<file path="src/rtl/async_fifo_1clk_pkg.sv">
// Shared defaults and Gray-code helper for the single-clock async-style FIFO.
// No logic of its own; latency and backpressure are defined by the users of it.
package async_fifo_1clk_pkg;

  localparam int FIFO_DSIZE = 8;
  localparam int FIFO_ASIZE = 4;

  // Zero-extended input keeps the top Gray bit equal to the top binary bit.
  function automatic logic [31:0] bin2gray(input logic [31:0] bin);
    return bin ^ (bin >> 1);
  endfunction

endpackage

</file>
<file path="src/rtl/async_fifo_1clk_sync_2ff.sv">
// Two-flop pointer synchronizer, parameterized width.
// Latency 2 cycles; no backpressure, samples every edge.
module async_fifo_1clk_sync_2ff #(
  parameter int WIDTH = 1
) (
  input  logic             clk,
  input  logic             rst_n,
  input  logic [WIDTH-1:0] din,
  output logic [WIDTH-1:0] dout
);

  logic [WIDTH-1:0] meta_q, meta_d;
  logic [WIDTH-1:0] sync_q, sync_d;

  always_comb begin
    meta_d = din;
    sync_d = meta_q;
  end

  always_ff @(posedge clk or negedge rst_n) begin
    if (!rst_n) begin
      meta_q <= '0;
      sync_q <= '0;
    end else begin
      meta_q <= meta_d;
      sync_q <= sync_d;
    end
  end

  assign dout = sync_q;

endmodule

</file>
<file path="src/rtl/async_fifo_1clk.sv">
// 16-deep FIFO with Gray pointers crossed through 2-flop synchronizers on one clock.
// Show-ahead read; empty clears 3 edges after a write, full clears 3 edges after a read.
module async_fifo_1clk
  import async_fifo_1clk_pkg::*;
#(
  parameter int DSIZE = FIFO_DSIZE,
  parameter int ASIZE = FIFO_ASIZE
) (
  input  logic             wclk,
  input  logic             wrst_n,
  input  logic [DSIZE-1:0] wdata,
  input  logic             winc,
  output logic             wfull,
  input  logic             rinc,
  output logic [DSIZE-1:0] rdata,
  output logic             rempty
);

  localparam int PW    = ASIZE + 1;
  localparam int DEPTH = 1 << ASIZE;

  logic [DSIZE-1:0] mem_q [DEPTH];
  logic [DSIZE-1:0] mem_d [DEPTH];

  logic [PW-1:0] wbin_q, wbin_d;
  logic [PW-1:0] wptr_q, wptr_d;
  logic          wfull_q, wfull_d;
  logic [PW-1:0] rbin_q, rbin_d;
  logic [PW-1:0] rptr_q, rptr_d;
  logic          rempty_q, rempty_d;

  logic [PW-1:0] wq2_rptr;
  logic [PW-1:0] rq2_wptr;
  logic          wr_en;
  logic          rd_en;

  async_fifo_1clk_sync_2ff #(.WIDTH(PW)) u_sync_r2w (
    .clk   (wclk),
    .rst_n (wrst_n),
    .din   (rptr_q),
    .dout  (wq2_rptr)
  );

  async_fifo_1clk_sync_2ff #(.WIDTH(PW)) u_sync_w2r (
    .clk   (wclk),
    .rst_n (wrst_n),
    .din   (wptr_q),
    .dout  (rq2_wptr)
  );

  // Write side: full when the next write pointer laps the synchronized read pointer.
  always_comb begin
    wr_en   = winc & ~wfull_q;
    wbin_d  = wbin_q + {{ASIZE{1'b0}}, wr_en};
    wptr_d  = PW'(bin2gray(32'(wbin_d)));
    wfull_d = (wptr_d == {~wq2_rptr[ASIZE:ASIZE-1], wq2_rptr[ASIZE-2:0]});
    mem_d   = mem_q;
    if (wr_en) begin
      mem_d[wbin_q[ASIZE-1:0]] = wdata;
    end
  end

  // Read side: empty when the next read pointer catches the synchronized write pointer.
  always_comb begin
    rd_en    = rinc & ~rempty_q;
    rbin_d   = rbin_q + {{ASIZE{1'b0}}, rd_en};
    rptr_d   = PW'(bin2gray(32'(rbin_d)));
    rempty_d = (rptr_d == rq2_wptr);
  end

  always_ff @(posedge wclk or negedge wrst_n) begin
    if (!wrst_n) begin
      for (int i = 0; i < DEPTH; i++) begin
        mem_q[i] <= '0;
      end
      wbin_q   <= '0;
      wptr_q   <= '0;
      wfull_q  <= 1'b0;
      rbin_q   <= '0;
      rptr_q   <= '0;
      rempty_q <= 1'b1;
    end else begin
      mem_q    <= mem_d;
      wbin_q   <= wbin_d;
      wptr_q   <= wptr_d;
      wfull_q  <= wfull_d;
      rbin_q   <= rbin_d;
      rptr_q   <= rptr_d;
      rempty_q <= rempty_d;
    end
  end

  assign rdata  = mem_q[rbin_q[ASIZE-1:0]];
  assign wfull  = wfull_q;
  assign rempty = rempty_q;

endmodule

</file>
<file path="config.mk">
export PLATFORM = sky130hd
export DESIGN_NAME = async_fifo_1clk
export DESIGN_NICKNAME = d
export VERILOG_FILES = /design/src/rtl/async_fifo_1clk_pkg.sv /design/src/rtl/async_fifo_1clk_sync_2ff.sv /design/src/rtl/async_fifo_1clk.sv
export SDC_FILE = /design/constraint.sdc
export NUM_CORES = 1
export LEC_CHECK = 0
export ABC_AREA = 1
export CORE_MARGIN = 5
export CORE_UTILIZATION = 44
export CTS_BUF_LIST = sky130_fd_sc_hd__clkbuf_4 sky130_fd_sc_hd__clkbuf_8
export DETAILED_ROUTE_END_ITERATION = 8
export SYNTH_ARGS = -nofsm -noshare
export SYNTH_HDL_FRONTEND = slang
export SYNTH_SLANG_ARGS = --single-unit
</file>
<file path="constraint.sdc">
create_clock -name wclk -period 1.8 [get_ports wclk]
set_input_delay 0.27 -clock wclk [delete_from_list [all_inputs] [get_ports wclk]]
set_output_delay 0.27 -clock wclk [all_outputs]
set_load 0.03 [all_outputs]
</file>
### Word level (Yosys, flattened, before mapping)

Index checks and enable logic that the tools add are counted.
Widths: inputs -> output; s select.

| word-level totals | value |
|---|---|
| flip-flop bits (word level) | 170 |
| output and inout port bits | 10 |

| operators by class | value |
|---|---|
| $add $sub $neg | 2 |
| magnitude comparators | 3 |
| eq/ne operators | 2 |
| mux-type cells | 6 |
| bitwise gates (word level) | 9 |
| reductions and logical operators | 1 |

Operators by type and width:

| operator | count |
|---|---|
| $bwmux 128 | 1 |
| $bmux 8 s4 | 1 |
| $demux 8 s4 | 1 |
| $mux 8 | 3 |
| $add 5x1->5 | 2 |
| $eq 5x5->1 | 2 |
| $ge 5x5->1 const B | 2 |
| $not 4->5 | 2 |
| $xor 5x4->5 | 2 |
| $lt 5x1->1 const B | 1 |
| $and 1x1->1 | 2 |
| $not 1->1 | 2 |
| $not 2->2 | 1 |
| $logic_and 1x1->1 | 1 |

### Logic depth before layout (Yosys ltp)

| depth | value |
|---|---|
| depth after elaboration | 6 |
| depth in mapped cells | 15 |
| depth with buffers taken out | 15 |

### By module

From an unflattened synthesis, not the netlist that was laid out.

| unflattened totals | value |
|---|---|
| cells, all modules | 877 |
| area total of the unflattened synthesis | 7425.9 sq um |

Modules (own cells, without submodules):

| module | times used | cells an instance | area each (sq um) | sequential area each (sq um) |
|---|---|---|---|---|
| async_fifo_1clk | 1 | 857 | 6925.4 | 3704.8 |
| async_fifo_1clk_sync_2ff | 2 | 10 | 250.2 | 250.2 |

### Worst setup path after synthesis

No wires, ideal clock.

| timing | value |
|---|---|
| path kind | reg-to-reg |
| start | reg rempty_q (netlist: rempty) |
| end | reg rempty_q (netlist: rempty) |
| setup time | 67 ps |
| arrival time | 1918 ps |
| required time | 1733 ps |
| slack | -185 ps |
| cell stages (with the launch flop) | 12 |
| path buffers | 0 |
| cells stage by stage | dfstp_2 nor2_1 ha_1 ha_1 or2_2 nand2_1 nand2_1 nand2_1 nand3_1 nor2_1 nand2_1 nor2_1 |

| on the way | value |
|---|---|
| cells in the longest elaborated chain, start to end | 5 |

Ends and longest elaborated chain:

| element | line | text |
|---|---|---|
| start: declaration | async_fifo_1clk.sv:30 | `logic rempty_q, rempty_d;` |
| start signal: assignment | async_fifo_1clk.sv:89 | `rempty_q <= rempty_d;` |
| $not 1->1 | async_fifo_1clk.sv:65 | `rd_en = rinc & ~rempty_q;` |
| $and 1x1->1 | async_fifo_1clk.sv:65 |  |
| $add 5x1->5 | async_fifo_1clk.sv:66 | `rbin_d = rbin_q + {{ASIZE{1'b0}}, rd_en};` |
| net rbin_d[1] | async_fifo_1clk.sv:28 | `logic [PW-1:0] rbin_q, rbin_d;` |
| $xor 5x4->5 | async_fifo_1clk_pkg.sv:10 | `return bin ^ (bin >> 1);` |
| $eq 5x5->1 | async_fifo_1clk.sv:68 | `rempty_d = (rptr_d == rq2_wptr);` |
| net rempty_d | async_fifo_1clk.sv:30 |  |

The timed path passes the listed nets, and every way through them passes these cells.
A chain may end at the register's enable or synchronous reset.

### Worst setup path in the final report

| timing | value |
|---|---|
| start | reg rbin_q[0] |
| end | out rdata[3] |

| on the way | value |
|---|---|
| cells in the longest elaborated chain, start to end | 4 |

Ends and longest elaborated chain:

| element | line | text |
|---|---|---|
| start: declaration | async_fifo_1clk.sv:28 |  |
| start signal: assignment | async_fifo_1clk.sv:87 | `rbin_q <= rbin_d;` |
| $not 4->5 (implied by the code) | async_fifo_1clk.sv:93 | `assign rdata = mem_q[rbin_q[ASIZE-1:0]];` |
| $bmux 8 s4 | async_fifo_1clk.sv:93 |  |
| $mux 8 (implied by the code) (2 in a row) | async_fifo_1clk.sv:93 |  |
| end: declaration | async_fifo_1clk.sv:15 | `output logic [DSIZE-1:0] rdata,` |

No other way between the ends. The select of a mux whose other input is x is not followed.

==> out/qor.yml <==
placement:
  preCtsSetupSlack_ns: -0.306
  io_buffers: 21
  gp_congestion: 0.803
  dp_hpwl_mm: 11.5
critical_path:
  cp_top_family: "buffers and inverters"
  critPathSlowestCell: "dfrtp_4"
  cp_max_fo: 7
  timing.rr.start: "rbin_q[0]"
  critical_path_class: "reg -> out"
  cp_data_required_time_ns: 1.53
  slowest_delay_ns: 0.50
  reg2reg_to: "rempty"
  rrSetupSlack_ns: -0.17
  cp-end-kind: "primary output"
  ff2ff_path_depth: 12
  crit_arrival_ns: 1.97
  cp-start-kind: "register"
  path_buf_inv: 4
  critical_path.cell_chain: "buf_12 -> buf_12 -> clkbuf_16 -> nand2_2 -> o211ai_1 -> nand3_1 -> nand3_2 -> nand2_2 -> buf_6"
logic_synthesis:
  ys_warn_count: 0
  synthCells: 881
  syn_area_mm2: 0.00750
  synth_cell_types: 23
  seq_area_frac_synth: 0.561
  synth_nets: 897
  ys_ff_latch: 168
  synth_area_leader_cell: "dfrtp_1"
  synth_top_area_frac: 0.557
  synth_area_leaders: "dfrtp_1, nand2_1, o21ai_0"
  synth_area_per_cell_um2: 8.51
floorplanning:
  fp-row-count: 47
  io_pins: 22
  die_area_mm2: 0.0198
  core_area_mm2: 0.0166
  die_x_um: 141
  initial_core_util: 0.451
  die-height_um: 141
sta:
  worstMarginPinSlew_ns: 0.559
  final_max_slew_viol_count: 0
  slew_headroom: 0.627
  finalCritPeriodShare: 1.24
  hold_violations: 0
  grt_setup_unrepaired: "true"
  min_period_ns: 2.24
  setup_viol: 9
  fin_ws_ns: -0.440
  fmax_ghz: 0.446
  clock_skew_ns: 0.0190
detailed_routing:
  antenna_left: 0
  wl_per_cell_um: 15.0
  first_iter_violations: 382
  wirelength_mm: 17.7
  vias: 5879
  first_pass_iters: 5
  viasPerCell: 4.98
  remaining_drc_errors: 0
finish:
  antennaDiodeCount: 0
  regArea_mm2: 0.00421
  layout_commonest_cell: "nand2_1"
  final_nets: 963
  nFillCells: 1553
  area_delta_synth_final_pct: 20.9
  drive_gt1_frac: 0.174
  multi_input_area_mm2: 0.00282
  final_cell_mix: "nand2_1, dfrtp_1, o21ai_0"
  final_core_util: 0.545
status:
  violations: "setup timing"
  outcome: "finished, violations left"
clocking:
  clk_latency_ns: 0.46
  clockBufferDepth: 2
  htree_levels: 4
  clk_pin_slew_ns: 0.09
  root_buffer: "clkbuf_8"
  cts_tree: "yes"
  numCtsBuffers: 17
  clock_sinks: 168
power:
  ir_drop_mv: 1.22
  power_density_mw_per_mm2: 1920
  leakage_nw: 4.33
global_route:
  grt-ovfl-total: 0
  grt_max_degree: 54
  antenna_found_initial: 0
  track_usage: 0.186
  grt_pass1_wl_mm: 29.2
  grt_pass1_vias: 5551
worst_hold_path:
  hp-class: "in -> async"
flow_run:
  max_cap_violations: 0
-- repair_timing --
action                                  in CTS  in global routing
pin swaps                                    4                 23
endpoints found under the hold margin       46                  0
hold buffers                                 1                  0
buffers inserted                             1                  3
endpoints found under the setup margin      11                 14
cloned                                       0                  4
resized for setup                           29                 39
-- state kept, by name, indices dropped and copies added (netlist names) --
register           count
u_sync_r2w.meta_q      5
mem_q                128
rbin_q                 5
u_sync_w2r.meta_q      5
rptr_q                 4
wptr_q                 4
rempty                 1
u_sync_r2w.dout        5
wfull                  1
wbin_q                 5
u_sync_w2r.dout        5
-- power by group --
part | internal (mW) | leakage [nW] | switching (mW)
Sequential | 5.46 | 2.12 | 0.915
Combinational | 3.63 | 2.04 | 4.76
Clock | 1.16 | 0.180 | 1.46
Total | 10.2 | 4.33 | 7.13
-- cell families after synthesis --
logic type | share of synthesized area
and+or+nand+nor | 0.185
adders and majority gates | 0.00667
buffers and inverters | 0.0853
xor gates and xnor gates | 0.00234
DFF | 0.561
AOI/OAI and AO/OA | 0.160
-- layout make-up --
class / instances / share of cell area
multi-input cells: 564 / 0.312
clock buffers: 18 / 0.0273
repair buffers: 97 / 0.110
inverters: 99 / 0.0410
flip-flops and latches: 168 / 0.465
clock inverters: 14 / 0.0155
well taps: 220 / 0.0304
-- metal layers --
layer / GRT usage / share of wire / vias up
li1: - / - / 3006
met1: 0.257 / 0.47 / 2769
met2: 0.300 / 0.48 / 90
met3: 0.0402 / 0.034 / 14
met4: 0.0449 / 0.0098 / 0
met5: 0 / 0 / -
-- worst register-to-register path, cell delays in order, from the launching register on --
cell and delay, ns:
dfrtp_4 0.50, buf_12 0.16, buf_4 0.17, ha_4 0.17
ha_4 0.23, or2_4 0.23, nand2_2 0.07, nand2_1 0.05
nand2_1 0.05, nand3_1 0.06, nor2_1 0.09, nand2_1 0.05
nor2_1 0.10
-- synthesized netlist by cell type --
| library cell | number |
|---|---|
| nor2_2 | 1 |
| dfstp_2 | 1 |
| xor2_1 | 2 |
| clkinv_1 | 1 |
| clkbuf_1 | 19 |
| nor3_2 | 4 |
| nand2_1 | 248 |
| inv_2 | 1 |
| or2_2 | 2 |
| buf_1 | 7 |
| buf_6 | 8 |
| ha_1 | 4 |
| nor2_1 | 8 |
| dfrtp_1 | 167 |
| buf_2 | 16 |
| inv_1 | 97 |
| nand4_1 | 6 |
| nand3_1 | 64 |
| a21oi_1 | 32 |
| o211ai_1 | 32 |
| o21ai_1 | 11 |
| nand3b_1 | 1 |
| o21ai_0 | 149 |
-- worst max path at each step --
stage	from	end	slack (ns)	cells past startpoint
6_report	rbin_q[0]	rdata[3]	-0.44	9
5_1_grt	rbin_q[0]	rdata[3]	-0.54	9
3_3_place_gp	winc	wfull	-0.30	13
2_1_floorplan	rempty	rempty	-0.02	11
4_1_cts	rbin_q[0]	rdata[4]	-0.43	7
3_5_place_dp	winc	wfull	-0.31	13
-- through the flow --
| stage | setup TNS, ns | area, µm² | std cells | total power [mW] | hold WS, ns |
|---|---|---|---|---|---|
| 3_3_place_gp | -6.38 | 8350 | 1139 | 13.7 | 0.273 |
| 5_1_grt | -4.62 | 9060 | 1180 | 18.9 | 0.347 |
| 2_1_floorplan | -0.0169 | 7530 | 881 | 11.1 | -0.0256 |
| 6_report | -3.50 | 9060 | 1180 | 17.4 | 0.351 |
| 3_5_place_dp | -8.34 | 8350 | 1139 | 13.9 | 0.287 |
| 4_1_cts | -3.36 | 8840 | 1173 | 16.9 | 0.351 |
Power figures use the tool's default switching activity.
